--- config.mk ---
export PLATFORM = sky130hd
export DESIGN_NAME = comm_sched
export DESIGN_NICKNAME = d
export VERILOG_FILES = /design/src/rtl/comm_sched.sv
export SDC_FILE = /design/constraint.sdc
export NUM_CORES = 1
export LEC_CHECK = 0
export ABC_AREA = 1
export BUFFER_PORTS_ARGS = -buffer_cell sky130_fd_sc_hd__buf_2
export CAP_MARGIN = 20
export CORE_MARGIN = 5
export CORE_UTILIZATION = 60
export DETAILED_ROUTE_END_ITERATION = 12
export GPL_TIMING_DRIVEN = 0
export MAX_ROUTING_LAYER = met4
export PLACE_DENSITY_LB_ADDON = 0.15
export SYNTH_ARGS = -nofsm -noshare
export SYNTH_HDL_FRONTEND = slang
export SYNTH_SLANG_ARGS = --single-unit
--- constraint.sdc ---
create_clock -name clk -period 3.5 [get_ports clk]
set_input_delay 0.7 -clock clk [delete_from_list [all_inputs] [get_ports clk]]
set_output_delay 0.7 -clock clk [all_outputs]
set_load 0.01 [all_outputs]
--- src/rtl/comm_sched.sv ---
`default_nettype none
// ============================================================================
//  Module   : comm_sched
//  Brief    : Command scheduler for the UART/SPI/I2C communication core.
//             Builds 3-nibble commands from the host bus, queues them in a
//             FIFO, dispatches them in order with a start/busy handshake and
//             per-transaction watchdogs, and returns captured read bytes to
//             the host as two nibbles.
//  Revision : 1.0 - initial release
// ============================================================================
module comm_sched #(
   parameter int FIFO_DEPTH   = 4,
   parameter int ACK_TIMEOUT  = 4,
   parameter int DONE_TIMEOUT = 4095
) (
   input  logic       clk,
   input  logic       reset,
   input  logic [3:0] nib_in,
   input  logic       nib_valid,
   output logic       cmd_full,
   output logic       uart_start,
   output logic       spi_start,
   output logic       i2c_start,
   input  logic       uart_busy,
   input  logic       spi_busy,
   input  logic       i2c_busy,
   input  logic       i2c_error,
   output logic [7:0] tx_data,
   input  logic [7:0] spi_rx,
   input  logic [7:0] i2c_rx,
   output logic [3:0] nib_out,
   output logic       nib_out_valid,
   output logic       sched_busy,
   output logic       err_cmd,
   output logic       err_ack,
   output logic       err_done,
   output logic       err_i2c,
   output logic       ovf
);

   localparam int              c_aw        = (FIFO_DEPTH > 1) ? $clog2(FIFO_DEPTH) : 1;
   localparam int              c_cw        = c_aw + 1;
   localparam logic [c_cw-1:0] c_depth     = c_cw'(FIFO_DEPTH);
   localparam logic [11:0]     c_ack_last  = 12'(ACK_TIMEOUT - 1);
   localparam logic [11:0]     c_done_to   = 12'(DONE_TIMEOUT);
   localparam logic [1:0]      c_tgt_uart  = 2'b00;
   localparam logic [1:0]      c_tgt_spi   = 2'b01;
   localparam logic [1:0]      c_tgt_i2c   = 2'b10;
   localparam logic [1:0]      c_tgt_rsvd  = 2'b11;

   typedef enum logic [2:0] {
      S_IDLE      = 3'd0,
      S_LAUNCH    = 3'd1,
      S_WAIT_ACK  = 3'd2,
      S_WAIT_DONE = 3'd3,
      S_RES_HI    = 3'd4,
      S_RES_LO    = 3'd5
   } state_t;

   // ---------------------------------------------------------------- assembler
   logic [1:0]  r_nib_cnt;
   logic [3:0]  r_opcode;
   logic [3:0]  r_pay_hi;
   logic        w_third;
   logic        w_cmd_bad;
   logic        w_push_req;
   logic [10:0] w_entry;

   assign w_third    = nib_valid && (r_nib_cnt == 2'd2);
   assign w_cmd_bad  = r_opcode[3] || (r_opcode[1:0] == c_tgt_rsvd);
   assign w_push_req = w_third && !w_cmd_bad;
   // Entry layout: {capture, target[1:0], payload[7:0]}
   assign w_entry    = {r_opcode[2], r_opcode[1:0], r_pay_hi, nib_in};

   // Nibble counter and opcode/high-payload capture
   always_ff @(posedge clk or posedge reset) begin
      if (reset) begin
         r_nib_cnt <= 2'd0;
         r_opcode  <= 4'd0;
         r_pay_hi  <= 4'd0;
      end else if (nib_valid) begin
         case (r_nib_cnt)
            2'd0: begin
               r_opcode  <= nib_in;
               r_nib_cnt <= 2'd1;
            end
            2'd1: begin
               r_pay_hi  <= nib_in;
               r_nib_cnt <= 2'd2;
            end
            default: r_nib_cnt <= 2'd0;
         endcase
      end
   end

   // ---------------------------------------------------------------- FIFO
   logic [10:0]     r_mem [FIFO_DEPTH];
   logic [c_aw-1:0] r_wr_ptr;
   logic [c_aw-1:0] r_rd_ptr;
   logic [c_cw-1:0] r_count;
   logic [c_cw-1:0] w_count_next;
   logic            w_full;
   logic            w_empty;
   logic            w_push;
   logic            w_pop;
   logic [10:0]     w_head;

   // Fullness is judged on the current count, so a same-cycle pop never
   // rescues a push into a full queue.
   assign w_full  = (r_count == c_depth);
   assign w_empty = (r_count == '0);
   assign w_push  = w_push_req && !w_full;
   assign w_head  = r_mem[r_rd_ptr];

   // Occupancy after this cycle's push/pop
   always_comb begin
      w_count_next = r_count;
      if (w_push && !w_pop) begin
         w_count_next = r_count + 1'b1;
      end else if (!w_push && w_pop) begin
         w_count_next = r_count - 1'b1;
      end
   end

   // Queue storage; contents need no reset since the count gates all reads
   always_ff @(posedge clk) begin
      if (w_push) begin
         r_mem[r_wr_ptr] <= w_entry;
      end
   end

   // Queue pointers and count
   always_ff @(posedge clk or posedge reset) begin
      if (reset) begin
         r_wr_ptr <= '0;
         r_rd_ptr <= '0;
         r_count  <= '0;
      end else begin
         if (w_push) r_wr_ptr <= r_wr_ptr + 1'b1;
         if (w_pop)  r_rd_ptr <= r_rd_ptr + 1'b1;
         r_count <= w_count_next;
      end
   end

   // ---------------------------------------------------------------- dispatcher
   state_t      r_state;
   state_t      w_state_next;
   logic [1:0]  r_cur_tgt;
   logic        r_cur_cap;
   logic [11:0] r_wd;
   logic [7:0]  r_result;
   logic        w_head_busy;
   logic        w_cur_busy;
   logic [7:0]  w_rx_byte;
   logic        w_ack_to;
   logic        w_done_to;
   logic        w_done_ok;

   // Busy of the engine addressed by the queue head
   always_comb begin
      w_head_busy = 1'b0;
      case (w_head[9:8])
         c_tgt_uart: w_head_busy = uart_busy;
         c_tgt_spi:  w_head_busy = spi_busy;
         c_tgt_i2c:  w_head_busy = i2c_busy;
         default:    w_head_busy = 1'b0;
      endcase
   end

   // Busy of the engine running the current transaction
   always_comb begin
      w_cur_busy = 1'b0;
      case (r_cur_tgt)
         c_tgt_uart: w_cur_busy = uart_busy;
         c_tgt_spi:  w_cur_busy = spi_busy;
         c_tgt_i2c:  w_cur_busy = i2c_busy;
         default:    w_cur_busy = 1'b0;
      endcase
   end

   // Read byte at busy fall; a NACKed I2C read returns 0xFF
   always_comb begin
      w_rx_byte = spi_rx;
      if (r_cur_tgt == c_tgt_i2c) begin
         w_rx_byte = i2c_error ? 8'hFF : i2c_rx;
      end
   end

   // Next-state logic, queue pop and watchdog decisions
   always_comb begin
      w_state_next = r_state;
      w_pop        = 1'b0;
      w_ack_to     = 1'b0;
      w_done_to    = 1'b0;
      w_done_ok    = 1'b0;
      case (r_state)
         S_IDLE: begin
            if (!w_empty && !w_head_busy) begin
               w_pop        = 1'b1;
               w_state_next = S_LAUNCH;
            end
         end
         S_LAUNCH: w_state_next = S_WAIT_ACK;
         S_WAIT_ACK: begin
            if (w_cur_busy) begin
               w_state_next = S_WAIT_DONE;
            end else if (r_wd >= c_ack_last) begin
               w_ack_to     = 1'b1;
               w_state_next = S_IDLE;
            end
         end
         S_WAIT_DONE: begin
            if (!w_cur_busy) begin
               w_done_ok = 1'b1;
               if (r_cur_cap && (r_cur_tgt != c_tgt_uart)) begin
                  w_state_next = S_RES_HI;
               end else begin
                  w_state_next = S_IDLE;
               end
            end else if (r_wd >= c_done_to) begin
               w_done_to    = 1'b1;
               w_state_next = S_IDLE;
            end
         end
         S_RES_HI: w_state_next = S_RES_LO;
         S_RES_LO: w_state_next = S_IDLE;
         default:  w_state_next = S_IDLE;
      endcase
   end

   // State register and saturating watchdog, restarted on every state entry
   always_ff @(posedge clk or posedge reset) begin
      if (reset) begin
         r_state <= S_IDLE;
         r_wd    <= 12'd0;
      end else begin
         r_state <= w_state_next;
         if (w_state_next != r_state) begin
            r_wd <= 12'd0;
         end else if (r_wd != 12'hFFF) begin
            r_wd <= r_wd + 12'd1;
         end
      end
   end

   // Transaction context: target, capture flag, payload and returned byte
   always_ff @(posedge clk or posedge reset) begin
      if (reset) begin
         r_cur_tgt <= 2'd0;
         r_cur_cap <= 1'b0;
         tx_data   <= 8'd0;
         r_result  <= 8'd0;
      end else begin
         if (w_pop) begin
            r_cur_tgt <= w_head[9:8];
            r_cur_cap <= w_head[10];
            tx_data   <= w_head[7:0];
         end
         if (w_done_ok) begin
            r_result <= w_rx_byte;
         end
      end
   end

   // Registered outputs: launch pulses, result nibbles, status and errors
   always_ff @(posedge clk or posedge reset) begin
      if (reset) begin
         uart_start    <= 1'b0;
         spi_start     <= 1'b0;
         i2c_start     <= 1'b0;
         nib_out       <= 4'd0;
         nib_out_valid <= 1'b0;
         cmd_full      <= 1'b0;
         sched_busy    <= 1'b0;
         err_cmd       <= 1'b0;
         err_ack       <= 1'b0;
         err_done      <= 1'b0;
         err_i2c       <= 1'b0;
         ovf           <= 1'b0;
      end else begin
         uart_start <= w_pop && (w_head[9:8] == c_tgt_uart);
         spi_start  <= w_pop && (w_head[9:8] == c_tgt_spi);
         i2c_start  <= w_pop && (w_head[9:8] == c_tgt_i2c);

         nib_out       <= 4'd0;
         nib_out_valid <= 1'b0;
         if (w_state_next == S_RES_HI) begin
            nib_out       <= w_rx_byte[7:4];
            nib_out_valid <= 1'b1;
         end else if (w_state_next == S_RES_LO) begin
            nib_out       <= r_result[3:0];
            nib_out_valid <= 1'b1;
         end

         cmd_full   <= (w_count_next == c_depth);
         sched_busy <= (w_count_next != '0) || (w_state_next != S_IDLE);
         err_cmd    <= w_third && w_cmd_bad;
         err_ack    <= w_ack_to;
         err_done   <= w_done_to;
         err_i2c    <= w_done_ok && (r_cur_tgt == c_tgt_i2c) && i2c_error;
         ovf        <= ovf || (w_push_req && w_full);
      end
   end

endmodule
`default_nettype wire

==> impl_metrics.json <==
{
  "leakage_nw": 2.38,
  "port-buffer-count": 48,
  "synth_mux_area_frac": 0,
  "synth_flop_cell": "dfrtp_1",
  "grt_pass1_vias": 3234,
  "met2_usage": 0.321,
  "cts_max_level": 3,
  "antenna_found_initial": 0,
  "status": "finished, final reports clean",
  "tightestPinTransition_ns": 1.00,
  "clk_path_buf_depth": 2,
  "skew_ns": 0.00964,
  "grt_pass1_wl_um": 15000,
  "cts_root_buf": "clkbuf_8",
  "met3_usage": 0.0510,
  "rows": 32,
  "dr.pass1.iters": 4,
  "synth_top_area_share": 0.330,
  "cts_tree": "built",
  "maxCapViolCount": 0,
  "peakVddDrop_v": 0.000397,
  "final_antenna_net_count": 0,
  "die_area_um2": 9700,
  "vias": 3299,
  "crit_type": "flop to flop",
  "layout_setup_ws_ns": 1.17,
  "synth_top_family_by_area": "simple AND/OR/NAND/NOR gates",
  "grt_max_degree": 43,
  "synth_area_um2": 4700,
  "synth-xor-area-share": 0.0131,
  "seq_area_frac_synth": 0.612,
  "postCtsSetupRepairBufs": 0,
  "fin_nets": 566,
  "worstPathRequired_ns": 3.50,
  "finalHoldViolations": 0,
  "ys_ff_latch": 106,
  "async_reset_ff_frac": 0.585,
  "holdBufCountCts": 0,
  "synth_compound_area_frac": 0.0946,
  "syn-num-nets": 505,
  "setup_viol": 0,
  "drv_slew": 0,
  "cts_resized": 0,
  "area_growth_pct": 13.0,
  "avgRoutedWirePerCell_um": 13.9,
  "antenna_cells": 0,
  "coreArea_um2": 7690,
  "dp_hpwl_um": 6370,
  "postPlaceCellArea_um2": 5080,
  "yosys.area.top_type": "dfrtp_1",
  "arrival_ns": 2.33,
  "min_period_ns": 2.33,
  "post-place-ws_ns": 0.877,
  "place_congestion": 0.836,
  "start_kind": "flop",
  "synthAdderAreaFrac": 0.0213,
  "ys.warnings.count": 0,
  "drc": 0,
  "clk_latency_ns": 0.38,
  "clock_sinks": 106,
  "syn_area_per_cell_um2": 9.99,
  "synth_edf_count": 44,
  "post_synth_inst_count": 470,
  "yosysUniqueCellTypes": 35,
  "yosys.cell_count.top_type": "nor2_1",
  "die_w_um": 98.5,
  "cts_made_buffers": 9,
  "synthTopCellsByArea": "dfrtp_1, edfxtp_1, nor2_1",
  "initial_utilization": 0.611,
  "ios": 50,
  "finish.instance_area_um2": 5310,
  "crit_fanout": 11,
  "power_density_nw_per_um2": 787,
  "rsz0062_at_grt": "no",
  "hold_class": "input pin to async pin",
  "fin_crit_sh": 0.666,
  "grtUsageMet1": 0.256,
  "busiest_layer": "met2",
  "via_per_inst": 5.17,
  "max_freq_mhz": 429,
  "first_iter_violations": 94,
  "grt_util_all_layers": 0.200,
  "die_h_um": 98.5,
  "tns_ns": 0,
  "clkSlewWorstSetupHoldPaths_ns": 0.11,
  "worstSetupEndpointType": "flop",
  "routed_wl_um": 8860,
  "relSlewSlack": 0.328,
  "grt_overflow": 0,
  "synth.top_cells.by_count": "nor2_1, nand2_1, dfrtp_1",
  "synth-simple-area-share": 0.208,
  "drive_above_1_share": 0.192
}
power by group:
group	switching, mW	internal [mW]	leakage, nW
Combinational	1.05	0.563	1.09
Clock	0.467	0.293	0.107
Sequential	0.191	1.61	1.18
Total	1.71	2.47	2.38
final timing paths:
check                      slack (ns)  startpoint  depth (start not counted)           to
max                              1.17  r_count[0]                          5  r_mem[3][3]
min                              0.32       reset                          2  r_opcode[2]
max reg2reg                      1.17  r_count[0]                          5  r_mem[3][3]
min reg2reg                      0.49         ovf                          1          ovf
max in group asynchronous        2.59       reset                          3    r_cur_cap
min in group clk                 0.49         ovf                          1          ovf
cell usage in the layout (no fill, tap or decap), types with 2 or more instances in the layout:
master	netlist	routed
nand4_1	6	6
nor2_1	80	80
clkbuf_1	7	7
clkinv_8	0	2
nand2_2	2	2
inv_8	0	4
a31oi_1	12	12
nor3_1	6	6
nand2_1	77	77
nand3_2	2	2
xor2_1	7	7
nor2_2	10	10
ha_1	8	8
buf_2	3	51
o211ai_1	3	3
inv_2	4	5
a21oi_1	4	4
nand3_1	27	27
buf_6	3	4
edfxtp_1	44	44
clkbuf_8	0	9
a21oi_2	5	5
inv_1	40	39
dfrtp_1	62	62
o21ai_0	45	45
state kept, by name (all words and copies together) (netlist names), 2 cells and up:
name       cells
r_count        3
r_pay_hi       4
r_mem         44
r_nib_cnt      2
nib_out        4
r_result       4
r_opcode       4
r_rd_ptr       2
r_cur_tgt      2
r_state        3
r_wr_ptr       2
tx_data        8
r_wd          12
kinds of logic after synthesis:
logic type,after synthesis
compound gates,75
xor+xnor,7
fa+ha+maj,8
buf+inv,57
flops,106
simple gates,217
worst max-delay path, stage by stage, from the launching register on:
cell and delay [ns]:
dfrtp_1 0.41, inv_1 0.10, ha_1 0.24, nand2_1 0.10
nand3b_1 0.26, nor2_1 0.85
metrics by stage:
stage / std cells / hold WS, ns / total power [mW] / utilization
after floorplan: 470 / 0.450 / 2.99 / -
after global placement: 620 / 0.460 / 3.38 / 0.659
after detailed placement: 621 / 0.462 / 3.45 / 0.661
after CTS: 637 / 0.321 / 4.21 / 0.689
after global routing: 638 / 0.325 / 4.52 / 0.690
final: 638 / 0.324 / 4.18 / 0.690
routing by layer:
layer	share of wire	vias up
li1	-	1691
met1	0.45	1526
met2	0.48	75
met3	0.061	7
met4	0.0096	0
met5	0	-
area by class of cell:
type                       instances  area, µm²
tap                              102        128
timing repair buffer              50        272
buffer                            13       75.1
sequential                       106       2870
inverter                          44        165
clock buffer                       9        124
fill                             599       2380
clock inverter                     7       86.3
multi-input combinational        307       1580
Note: power is estimated with default switching activity, not from simulation.
